## config.mk

```make
export PLATFORM = sky130hd
export DESIGN_NAME = seq_alu
export DESIGN_NICKNAME = d
export VERILOG_FILES = /design/src/rtl/seq_alu.sv
export SDC_FILE = /design/constraint.sdc
export NUM_CORES = 1
export LEC_CHECK = 0
export BUFFER_PORTS_ARGS = -buffer_cell sky130_fd_sc_hd__buf_2
export CORE_MARGIN = 1.5
export CORE_UTILIZATION = 58
export DETAILED_ROUTE_END_ITERATION = 10
export GPL_ROUTABILITY_DRIVEN = 0
export HOLD_SLACK_MARGIN = 0.02
export MAX_ROUTING_LAYER = met4
export PLACE_DENSITY = 0.77
export SLEW_MARGIN = 40
export SYNTH_ARGS = -nofsm -noshare
export SYNTH_HDL_FRONTEND = slang
export SYNTH_SLANG_ARGS = --single-unit
```

## constraint.sdc

```tcl
create_clock -name i_clk -period 5.6 [get_ports i_clk]
set_input_delay 0 -clock i_clk [delete_from_list [all_inputs] [get_ports i_clk]]
set_output_delay 0 -clock i_clk [all_outputs]
set_load 0.005 [all_outputs]
```

## src/rtl/seq_alu.sv

```systemverilog
// Sequential ALU: single-cycle arithmetic/logic/shift ops plus an
// iterative shift-add unsigned multiplier that takes WIDTH cycles.
module seq_alu #(
   parameter int WIDTH = 8
) (
   input  logic             i_clk,
   input  logic             i_rst_n,
   input  logic             i_start,
   input  logic [3:0]       i_sel,
   input  logic [WIDTH-1:0] i_a,
   input  logic [WIDTH-1:0] i_b,
   input  logic             i_cin,
   output logic             o_busy,
   output logic             o_done,
   output logic [WIDTH-1:0] o_result,
   output logic             o_c,
   output logic             o_z
);

   localparam int CW = $clog2(WIDTH);
   localparam logic [3:0] OpMul = 4'd15;

   typedef enum logic {StIdle, StMul} state_t;

   state_t             r_state;
   state_t             w_state_next;
   logic [CW-1:0]      r_cnt;
   logic [WIDTH-1:0]   r_a;
   logic [WIDTH-1:0]   r_b;
   logic [2*WIDTH-1:0] r_acc;
   logic [WIDTH-1:0]   r_result;
   logic               r_c;
   logic               r_z;
   logic               r_done;

   logic               w_accept;
   logic               w_mul_last;
   logic [WIDTH:0]     w_ext_a;
   logic [WIDTH:0]     w_ext_b;
   logic [WIDTH:0]     w_ext_cin;
   logic [WIDTH-1:0]   w_val;
   logic               w_c;
   logic               w_z;
   logic               w_wr_res;
   logic               w_wr_flags;
   logic [2*WIDTH-1:0] w_addend;
   logic [2*WIDTH-1:0] w_acc_next;

   assign w_accept   = i_start && (r_state == StIdle);
   assign w_mul_last = (r_state == StMul) && (r_cnt == CW'(WIDTH - 1));

   // State register
   always_ff @(posedge i_clk or negedge i_rst_n) begin
      if (!i_rst_n) begin
         r_state <= StIdle;
      end else begin
         r_state <= w_state_next;
      end
   end

   // Next-state logic: only MUL leaves IDLE
   always_comb begin
      w_state_next = r_state;
      case (r_state)
         StIdle: if (w_accept && (i_sel == OpMul)) w_state_next = StMul;
         StMul:  if (w_mul_last) w_state_next = StIdle;
         default: w_state_next = StIdle;
      endcase
   end

   // FSM outputs
   always_comb begin
      o_busy = (r_state == StMul);
   end

   // Single-cycle operation result, flags and write enables from live inputs
   always_comb begin
      w_ext_a    = {1'b0, i_a};
      w_ext_b    = {1'b0, i_b};
      w_ext_cin  = {{WIDTH{1'b0}}, i_cin};
      w_val      = '0;
      w_c        = 1'b0;
      w_wr_res   = 1'b1;
      w_wr_flags = 1'b1;
      case (i_sel)
         4'd0:  {w_c, w_val} = w_ext_a + w_ext_b;
         4'd1:  {w_c, w_val} = w_ext_a + w_ext_b + w_ext_cin;
         4'd2:  {w_c, w_val} = w_ext_a - w_ext_b;
         4'd3:  {w_c, w_val} = w_ext_a - w_ext_b - w_ext_cin;
         4'd4: begin
            {w_c, w_val} = w_ext_a - w_ext_b;
            w_wr_res     = 1'b0;
         end
         4'd5:  w_val = i_a & i_b;
         4'd6:  w_val = i_a | i_b;
         4'd7:  w_val = i_a ^ i_b;
         4'd8: begin
            w_val    = i_a & i_b;
            w_wr_res = 1'b0;
         end
         4'd9: begin
            w_val = {i_a[WIDTH-2:0], i_cin};
            w_c   = i_a[WIDTH-1];
         end
         4'd10: begin
            w_val = {i_cin, i_a[WIDTH-1:1]};
            w_c   = i_a[0];
         end
         4'd11: begin
            w_val = {i_a[WIDTH-2:0], i_a[WIDTH-1]};
            w_c   = i_a[WIDTH-1];
         end
         4'd12: begin
            w_val = {i_a[0], i_a[WIDTH-1:1]};
            w_c   = i_a[0];
         end
         4'd13: begin
            w_val = {i_a[WIDTH-1], i_a[WIDTH-1:1]};
            w_c   = i_a[0];
         end
         4'd14: begin
            w_val      = i_b;
            w_wr_flags = 1'b0;
         end
         default: begin
            // MUL: nothing written at accept time
            w_wr_res   = 1'b0;
            w_wr_flags = 1'b0;
         end
      endcase
      w_z = (w_val == '0);
   end

   // One shift-add step: add A<<count when bit count of B is set
   always_comb begin
      w_addend   = r_b[r_cnt] ? ({{WIDTH{1'b0}}, r_a} << r_cnt) : '0;
      w_acc_next = r_acc + w_addend;
   end

   // Datapath registers: operand latch, multiplier state and result/flags
   always_ff @(posedge i_clk or negedge i_rst_n) begin
      if (!i_rst_n) begin
         r_cnt    <= '0;
         r_a      <= '0;
         r_b      <= '0;
         r_acc    <= '0;
         r_result <= '0;
         r_c      <= 1'b0;
         r_z      <= 1'b0;
         r_done   <= 1'b0;
      end else begin
         r_done <= 1'b0;
         case (r_state)
            StIdle: begin
               if (w_accept) begin
                  if (i_sel == OpMul) begin
                     r_a   <= i_a;
                     r_b   <= i_b;
                     r_acc <= '0;
                     r_cnt <= '0;
                  end else begin
                     if (w_wr_res) r_result <= w_val;
                     if (w_wr_flags) begin
                        r_c <= w_c;
                        r_z <= w_z;
                     end
                     r_done <= 1'b1;
                  end
               end
            end
            StMul: begin
               r_acc <= w_acc_next;
               r_cnt <= r_cnt + CW'(1);
               if (w_mul_last) begin
                  r_result <= w_acc_next[WIDTH-1:0];
                  r_c      <= |w_acc_next[2*WIDTH-1:WIDTH];
                  r_z      <= (w_acc_next[WIDTH-1:0] == '0);
                  r_done   <= 1'b1;
                  r_cnt    <= '0;
               end
            end
            default: ;
         endcase
      end
   end

   assign o_done   = r_done;
   assign o_result = r_result;
   assign o_c      = r_c;
   assign o_z      = r_z;

endmodule

```

==> results by group, run 1 <==
Cells and area
  • Fraction of layout cells with a size suffix above 1: 15.3%
  • Post-route cell area: 5400 sq um
  • Nets: roughly 700
  • Area growth syn-to-layout: 6.46%
  • N_diodes: 0

Routing
  • DRT Pass-1 Iters: 5
  • DRT iter0 DRCs: 321
  • Vias/cell: about 6.6
  • WL/cell: between 15 and 20 microns
  • Via count: ~4900
  • Routed wire length: around 14000 microns
  • Residual DRC count: 0
  • Post-DRT Antenna Nets: 0

Status
  • Outcome: completed

Yosys
  • Synthesis-stage register bit count: 47
  • Post-Syn Area: 5070 sq um
  • Asr flop ratio synth: 100%
  • EDFF count, synth: 0
  • Sequential area share after synthesis: 23.2%
  • Synth cell count leaders: 57 x nand2_1, 47 x dfrtp_1, 45 x ha_1, 41 x a21oi_1, 40 x nor2_1
  • Synthesized instance count: 608
  • Synth Flop Type: dfrtp_1
  • Synth Warn #: 0
  • Synth cell types: 76
  • Post-Synthesis Mean Instance Area: 8.34 sq um
  • Synth area leaders: dfrtp_1 23%, ha_1 11%, mux2_2 6.0%, nand2_1 4.2%, a21oi_1 4.0%
  • Most common cell in the netlist: nand2_1
  • Synth top area share: 23.2%
  • Syn_nets: 680
  • Synth area leader: dfrtp_1

Placement
  • IO Port Bufs: 35
  • Placed wire-length estimate: 11200 microns
  • DP Area: 5280 sq um
  • Pre-CTS setup slack: 1.37 ns

STA
  • Setup violations, final: 0
  • Crit path time final: 4.26 ns
  • Worst Skew: roughly 0.012 ns
  • Final hold violation count: 0
  • Final setup TNS: 0 ns
  • Slew Limit Headroom: between 40% and 50%
  • Final Slew Violations: 0
  • Fmax: 235 MHz
  • Unrepaired setup endpoints after global routing: no
  • Final Cycle Share: 76.0%
  • Final worst slack: about 1.3 ns
  • Worst-Margin Slew: just under 0.8 ns

Global routing
  • First-pass GRT wire length: 23700 microns
  • Initial antenna violation count: 0
  • Largest net degree at the start of global routing: 48
  • Remaining Overflow, GRT: 0
  • Total global-route track usage: 34.1%
  • Vias in the first global route: 4799

CTS
  • Largest buffer count on any clock path: 2
  • Clock root cell: clkbuf_8
  • CTS Buf Count: 5
  • CTS tree: yes
  • Worst-path clk slew: 0.09 ns
  • CTS sink cnt: 47
  • H-Tree Level Count: 2
  • Clk Latency, worst-skew pair: 0.30 ns
  • Post_cts resized: 0

Power and ir drop
  • Pwr dens: 359 nW/um^2
  • Leakage Power: between 0.002 and 0.0025 uW
  • Max VDD drop: approximately 0.00015 V

Floorplan
  • Row cnt: 33
  • Core ar.: 8340 sq um
  • Die Height: 96.5 microns
  • Total die area: 9310 sq um
  • Top Ports: 36
  • Die Width: 96.5 microns
  • Initial Utilization: 60.8%

Worst setup path
  • Worst EP required: 5.75 ns
  • Crit. End Element: flop
  • CP max FO: 15
  • Arr. time, crit path: roughly 4.4 ns
  • Setup Crit Path Kind: reg -> reg
  • R2r setup slk: 1.34 ns
  • Setup crit start kind: flop

Run
  • MaxCap Viol Count: 0

Hold path
  • Worst Hold Class: in -> reg
report_power, final:
part           leakage (uW)  internal, uW  switching, uW
Combinational       0.00185           483            648
Sequential         0.000603           470            130
Clock             0.0000412          87.6            118
Total               0.00249          1040            896
cell usage in the layout (no fill, tap or decap), types with 19 or more instances in the layout:
master,n
inv_1,34
buf_2,34
ha_1,45
nor2_1,39
o21ai_0,27
mux2_2,27
nand3_1,19
nand2_1,57
dfrtp_1,47
a21oi_1,41
critical path, stage by stage, from the launching register on:
cell	delay (ns)
dfrtp_1	0.71
mux4_2	0.58
nand2_1	0.15
and2_1	0.28
nor2_1	0.09
ha_1	0.36
nor3_1	0.09
or3b_2	0.49
o31ai_1	0.35
o21ai_0	0.18
mux2i_1	0.16
nor4_1	0.31
o221a_1	0.26
a32oi_1	0.10
metal layers:
layer	global-route usage [%]	up-vias	routed length [microns]
met5	-	-	0
met4	16.5	0	684
met3	4.77	55	954
met2	56.3	203	6950
met1	41.0	2333	5840
li1	-	2282	-
timing repair:
| action | 4_1_cts | 5_1_grt |
|---|---|---|
| setup buffers | 0 | 0 |
| hold buffers | 3 | 0 |
| hold endpoints to repair | 49 | 0 |
logic make-up (layout without fill, tap and decap cells):
group	after synthesis	in the layout	synth area share, %
mux	41	41	9.25
simple gates	210	210	21.8
xor+xnor	26	26	4.49
compound gates	173	173	24.0
fa+ha+maj	48	48	12.3
flops	47	47	23.2
buf+inv	63	83	4.93
stage by stage:
stage	util [%]	hold slack (ns)	cells	power, uW
floorplan	-	-0.296	608	1410
global placement	63.2	0.237	722	1670
detailed placement	63.4	0.0512	722	1710
CTS	64.7	0.0274	733	1920
global route	64.7	0.0313	733	2090
finish	64.7	0.0227	733	1940
flip-flops by register name, indices dropped and copies added, names as in the netlist:
signal / count
o_busy: 1
o_c: 1
o_done: 1
o_result: 8
o_z: 1
r_a: 8
r_acc: 16
r_b: 8
r_cnt: 3
path summary, 6_finish.rpt:
kind	from	endpoint	depth (start not counted)
max in group asynchronous	i_rst_n	r_b[4]	2
setup reg to reg	r_cnt[0]	o_c	13
setup / recovery	r_cnt[0]	o_c	13
hold / removal	i_b[6]	r_b[6]	2
hold reg to reg	r_acc[14]	r_acc[14]	1
min in group asynchronous	i_rst_n	o_busy	2
final cells by class:
type                       count  area [sq um]
clock inverter                 2          12.5
clock buffer                   6          72.6
inverter                      35           131
fill                         728          2940
tap                          105           131
timing repair buffer          40           223
sequential                    47          1180
multi-input combinational    498          3650
(Power assumes the default switching activity.)
==> run 2, diff against run 1 <==
--- a/config.mk
+++ b/config.mk
@@ -5,14 +5,15 @@
 export SDC_FILE = /design/constraint.sdc
 export NUM_CORES = 1
 export LEC_CHECK = 0
+export ABC_AREA = 1
 export BUFFER_PORTS_ARGS = -buffer_cell sky130_fd_sc_hd__buf_2
 export CORE_MARGIN = 1.5
-export CORE_UTILIZATION = 58
+export CORE_UTILIZATION = 56
 export DETAILED_ROUTE_END_ITERATION = 10
 export GPL_ROUTABILITY_DRIVEN = 0
 export HOLD_SLACK_MARGIN = 0.02
 export MAX_ROUTING_LAYER = met4
-export PLACE_DENSITY = 0.77
+export PLACE_DENSITY = 0.78
 export SLEW_MARGIN = 40
 export SYNTH_ARGS = -nofsm -noshare
 export SYNTH_HDL_FRONTEND = slang
==> constraint.sdc (replaced) <==
create_clock -name i_clk -period 3.9 [get_ports i_clk]
set_input_delay 0 -clock i_clk [delete_from_list [all_inputs] [get_ports i_clk]]
set_output_delay 0 -clock i_clk [all_outputs]
set_load 0.005 [all_outputs]
==> results by group, run 2 <==
Yosys
  • Synth cell types: 35
  • Post-Syn Area: 5150 sq um
  • Sequential area share after synthesis: 22.8%
  • Multiplexer share of the synthesized area: 0.194%
  • Post-Synthesis Mean Instance Area: 6.03 sq um
  • Most common cell in the netlist: nand2_1
  • Synthesized instance count: 855
  • Synthesis-stage register bit count: 47
  • Synth top area share: 22.8%
  • Synth area leader: dfrtp_1
  • Synth area leaders: dfrtp_1 23%, nand2_1 19%, ha_1 11%, nor2_1 8.1%, inv_1 7.8%
  • Synth Area in Compound Gates: between 10% and 20%
  • Synth Area in Simple Gates: a little under two fifths
  • Asr flop ratio synth: 100%
  • Adder-cell share of the synthesized area: about an eighth
  • XOR/XNOR share of the synthesized area: approximately 1.9%
  • Syn_nets: 927
  • Synth Flop Type: dfrtp_1
  • Synth cell count leaders: 258 x nand2_1, 111 x nor2_1, 107 x inv_1, 68 x o21ai_0, 65 x nand3_1
  • Largest family of logic cells by synthesized area: simple AND/OR/NAND/NOR gates
  • Synth Warn #: 0
  • EDFF count, synth: 0

Cells and area
  • Most frequent cells in the layout: 258 x nand2_1, 110 x nor2_1, 107 x inv_1
  • Nets: just under 1000
  • Fin cells: 998
  • Filler instances: 854
  • N_diodes: 0
  • Commonest non-fill, non-tap cell in the layout: nand2_1
  • Fraction of layout cells with a size suffix above 1: approximately 6.9%
  • Area growth syn-to-layout: 8.23%
  • Max reg flops: 16
  • Largest Register: r_acc

Global routing
  • Initial antenna violation count: 0
  • Total global-route track usage: 33.2%
  • First-pass GRT wire length: 25500 microns
  • Largest net degree at the start of global routing: 48
  • Remaining Overflow, GRT: 0
  • Vias in the first global route: 5415

CTS
  • Clock root cell: clkbuf_8
  • CTS tree: yes
  • CTS Buf Count: 5
  • Worst-path clk slew: 0.10 ns
  • Largest buffer count on any clock path: 2
  • CTS sink cnt: 47
  • Clk Latency, worst-skew pair: 0.31 ns
  • Post_cts resized: 0
  • H-Tree Level Count: 2
  • Hold-fix buffers, CTS: 10
  • Setup Buffers After CTS: 0

Floorplan
  • Die Width: approximately 99 microns
  • Top Ports: 36
  • Core ar.: 8810 sq um
  • Initial Utilization: 58.5%
  • Row cnt: 34
  • Die Height: 98.9 microns
  • Total die area: about 10000 sq um

Power and ir drop
  • Flop pwr share: 26.8%
  • Sw Pwr: 1750 uW
  • Int Pwr: around 1600 uW
  • Clock power share: 9.7%
  • Leakage Power: 0.00303 uW
  • Switching share of power: 52.6%
  • Max VDD drop: 0.000303 V
  • Pwr dens: 597 nW/um^2
  • Gate power share: between 60 and 70%

Routing
  • Post-DRT Antenna Nets: 0
  • WL/cell: 15.3 microns
  • DRT iter0 DRCs: 554
  • Vias/cell: 5.76
  • DRT Pass-1 Iters: 8
  • Via count: 5745
  • Routed wire length: 15300 microns
  • Residual DRC count: 1

Run
  • MaxCap Viol Count: 0

STA
  • Fmax: 299 MHz
  • Final Cycle Share: around 86%
  • Final Slew Violations: 0
  • Final hold violation count: 0
  • Final setup TNS: 0 ns
  • Worst Skew: 0.00911 ns
  • Worst-Margin Slew: about 0.63 ns
  • Slew Limit Headroom: 58.0%
  • Crit path time final: 3.35 ns
  • Setup violations, final: 0
  • Unrepaired setup endpoints after global routing: no

Worst setup path
  • Worst-path cell chain: inv_1 -> o21ai_0 -> nand2_1 -> nand2_1 -> nand2_1 -> o21ai_0 -> inv_1 -> ha_1 -> a21oi_1 -> o21ai_0 -> nand2_1 -> nand4_1 -> xnor2_1 -> nand2_1 -> nor2_1 -> nand2_1 -> nand2_1 -> nand2_1 -> nand2_1 -> nand2_1
  • Worst EP required: 4.11 ns
  • Setup crit start kind: flop
  • Crit. End Element: flop
  • CP max FO: 24
  • Setup Crit Path Kind: reg -> reg
  • Crit path max-delay cell type: dfrtp_1
  • Critical path launch point: r_cnt[0]
  • Family with the most delay on the worst path: simple AND/OR/NAND/NOR gates
  • Reg2Reg Launch Point: r_cnt[0]
  • Arr. time, crit path: about 3.6 ns
  • CP peak stage delay: around 0.7 ns
  • Buf+Inv Stages, Crit Path: 2
  • Most common cell on crit path: nand2_1

Status
  • Outcome: finished with violations
  • Failing checks: design-rule violations

Placement
  • IO Port Bufs: 35
  • Placed wire-length estimate: 12100 microns
  • Dpl cells: 980

Hold path
  • Worst Hold Class: in -> reg
  • Worst Min Path Start: i_a[7]
## run 2: changes by cell type after synthesis, moves of 9 or more
| cell | change |
|---|---|
| xnor2_1 | -9 |
| nor2_1 | +71 |
| nand3_1 | +46 |
| a21oi_1 | +10 |
| o21ai_0 | +41 |
| mux2_2 | -27 |
| a22o_1 | -16 |
| mux2i_1 | -11 |
| nand2_1 | +201 |
| nor2b_1 | -11 |
| inv_1 | +73 |
## run 2: stage by stage
stage          hold WS (ns)  power [uW]  setup WS, ns  instance area, sq um  utilization (%)
5_1_grt              0.0332        3670        0.0987                  5580             63.4
3_5_place_dp         0.0494        2950         0.641                  5380             61.1
6_report             0.0400        3330         0.554                  5580             63.4
3_3_place_gp          0.233        2910         0.723                  5380             61.0
2_1_floorplan        -0.296        2400          1.21                  5150                -
4_1_cts              0.0233        3300         0.624                  5580             63.4
## run 2: area by class of cell
cell class | count | area [sq um] | area share, %
timing repair buffer | 47 | 293 | 5.25
clock inverter | 3 | 27.5 | 0.493
sequential | 47 | 1180 | 21.1
multi-input combinational | 678 | 3470 | 62.1
clock buffer | 5 | 68.8 | 1.23
inverter | 110 | 413 | 7.40
tap | 108 | 135 | 2.42
## run 2: per-layer routing
metal  track usage, %  part of all wire [%]  vias to the layer above
li1                 -                     -                     2822
met1             42.1                    43                     2623
met2             55.3                    47                      250
met3             3.19                   6.8                       50
met4             12.1                   3.4                        0
met5                -                     0                        -
## run 2: final timing paths
kind                       slack (ns)  cells after the start          end
setup / recovery                 0.55                     20          o_c
min in group asynchronous        0.24                      2       r_a[4]
hold / removal                   0.04                      3       r_a[7]
hold reg to reg                  0.49                      2  o_result[7]
setup reg to reg                 0.55                     20          o_c
max in group asynchronous        3.27                      2     r_acc[4]
## run 2: cells by family after synthesis
group / Yosys count
AND/OR/NAND/NOR: 474
AO/OA/AOI/OAI: 144
buffers and inverters: 130
adder cells (fa/ha/maj): 48
flip-flops: 47
XOR/XNOR: 11
multiplexers: 1
## run 2: power by group through the flow
| stage | sequential, uW | clock (uW) | combinational (uW) |
|---|---|---|---|
| 3_5_place_dp | 900 | 0 | 2050 |
| 4_1_cts | 891 | 333 | 2080 |
| 5_1_grt | 921 | 350 | 2400 |
| 6_report | 894 | 323 | 2110 |
| 2_1_floorplan | 835 | 0 | 1560 |
| 3_3_place_gp | 895 | 0 | 2010 |
## run 2: tightest hold or removal path: stages
cell	delay, ns
buf_2	0.16
nand2_1	0.08
o21ai_0	0.07
==> run 3, diff against run 2 <==
--- a/config.mk
+++ b/config.mk
@@ -5,7 +5,6 @@
 export SDC_FILE = /design/constraint.sdc
 export NUM_CORES = 1
 export LEC_CHECK = 0
-export ABC_AREA = 1
 export BUFFER_PORTS_ARGS = -buffer_cell sky130_fd_sc_hd__buf_2
 export CORE_MARGIN = 1.5
 export CORE_UTILIZATION = 56
==> results by group, run 3 (same netlist as run 1, synthesis figures left out) <==
Worst setup path
  • Worst-path cell chain: mux4_2 -> nand2_1 -> and2_4 -> a211oi_1 -> ha_2 -> nor2_1 -> or3b_2 -> o31ai_2 -> o21ai_0 -> mux2i_1 -> nor4_2 -> o221a_1 -> a32oi_1
  • CP peak stage delay: 0.52 ns
  • Instance count on the critical path: 13
  • R2r setup slk: 0.30 ns
  • Reg2Reg Launch Point: r_cnt[0]
  • Family with the most delay on the worst path: simple AND/OR/NAND/NOR gates
  • Worst EP required: 4.06 ns
  • Reg2reg path depth: 13
  • Setup Crit Path Kind: reg -> reg
  • CP max FO: 7
  • Setup crit start kind: flop
  • Crit path max-delay cell type: mux4_2
  • Crit. End Element: flop
  • Arr. time, crit path: approximately 3.8 ns
  • Critical path launch point: r_cnt[0]
  • Buf+Inv Stages, Crit Path: 0

Power and ir drop
  • Leakage Power: 0.00253 uW
  • Pwr dens: 517 nW/um^2
  • Max VDD drop: ~0.00023 V

Cells and area
  • Filler instances: between 700 and 800
  • Max reg flops: 16
  • Largest Register: r_acc
  • Fin cells: 740
  • N_diodes: 0
  • Most frequent cells in the layout: 57 x nand2_1, 46 x dfrtp_1, 44 x ha_1
  • Commonest non-fill, non-tap cell in the layout: nand2_1
  • Fraction of layout cells with a size suffix above 1: about 17%
  • Area growth syn-to-layout: 8.12%
  • Nets: 704

Global routing
  • Largest net degree at the start of global routing: 48
  • Initial antenna violation count: 0
  • Vias in the first global route: between 4000 and 5000
  • Remaining Overflow, GRT: 0
  • Total global-route track usage: between 30% and 40%
  • First-pass GRT wire length: approximately 24000 microns

Routing
  • DRT Pass-1 Iters: 5
  • Residual DRC count: 0
  • Vias/cell: about 6.6
  • DRT iter0 DRCs: 396
  • WL/cell: just under 20 microns
  • Post-DRT Antenna Nets: 0
  • Routed wire length: between 10000 and 15000 microns
  • Via count: 4885

STA
  • Worst Skew: 0.00712 ns
  • Setup violations, final: 0
  • Final setup TNS: 0 ns
  • Unrepaired setup endpoints after global routing: no
  • Worst-Margin Slew: 0.766 ns
  • Final Slew Violations: 0
  • Slew Limit Headroom: between 40% and 50%
  • Final hold violation count: 0
  • Fmax: 278 MHz
  • Final Cycle Share: approximately 90%
  • Crit path time final: 3.60 ns

Floorplan
  • Die Height: just under 100 microns
  • Core ar.: 8760 sq um
  • Total die area: 9640 sq um
  • Row cnt: 34
  • Initial Utilization: 57.9%
  • Die Width: 98.2 microns
  • Top Ports: 36

Hold path
  • Hold Crit Depth: 2
  • Worst Hold Class: in -> reg
  • Worst Min Path Start: i_b[7]

CTS
  • Setup Buffers After CTS: 0
  • H-Tree Level Count: 2
  • Largest buffer count on any clock path: 2
  • CTS tree: yes
  • CTS Buf Count: 5
  • CTS sink cnt: 47
  • Clock root cell: clkbuf_8
  • Clk Latency, worst-skew pair: 0.31 ns
  • Worst-path clk slew: 0.09 ns

Status
  • Outcome: completed

Placement
  • Dpl cells: 730
  • Placed wire-length estimate: 11100 microns
  • IO Port Bufs: 35

Run
  • MaxCap Viol Count: 0
[run 3: cell count changes in the layout (fill, tap and decap cells not counted), sizes merged, moves of 10 or more]
cell,change
nand3,-46
mux2,+27
nor2,-74
nor2b,+11
nand2,-205
o21ai,-42
inv,-77
mux2i,+11
nor4,+10
a22o,+16
[run 3: layer usage]
metal	vias to the layer above	GRT usage (%)	routed length [microns]
met2	234	53.2	6820
met3	43	4.51	1080
li1	2289	-	-
met4	0	12.8	533
met5	-	-	0
met1	2319	39.5	5930
[run 3: final timing paths]
check | to
setup / recovery | o_c
hold / removal | r_b[7]
setup reg to reg | o_c
min in group asynchronous | r_a[7]
hold reg to reg | r_acc[0]
max in group asynchronous | r_cnt[0]
[run 3: area by class of cell]
cell class / count / area (sq um) / share of cell area, %
multi-input combinational: 498 / 3690 / 67.3
sequential: 47 / 1180 / 21.5
timing repair buffer: 45 / 264 / 4.82
tap: 108 / 135 / 2.46
inverter: 35 / 131 / 2.40
clock buffer: 6 / 82.6 / 1.51
clock inverter: 1 / 5.00 / 0.0913
[run 3: power by group]
part           leakage (uW)  total (uW)  internal, uW  switching, uW
Sequential         0.000602         802           678            125
Clock             0.0000470         301           139            162
Combinational       0.00188        1730           732            998
[run 3: what timing repair did]
item / CTS / global route
resized for setup: 0 / 10
hold buffers: 3 / 0
hold endpoints to repair: 49 / 0
setup endpoints to repair: 0 / 1
[run 3: through the flow]
stage | hold WS [ns] | utilization, % | setup WS [ns] | power (uW) | cell area [sq um]
6_report | 0.0357 | 62.6 | 0.299 | 2830 | 5480
3_3_place_gp | 0.228 | 60.7 | 0.202 | 2410 | 5320
3_5_place_dp | 0.0476 | 60.8 | 0.0884 | 2470 | 5330
5_1_grt | 0.0301 | 62.6 | 0.0176 | 3070 | 5480
2_1_floorplan | -0.296 | - | 0.194 | 2030 | 5070
4_1_cts | 0.0203 | 62.1 | 0.0952 | 2780 | 5440
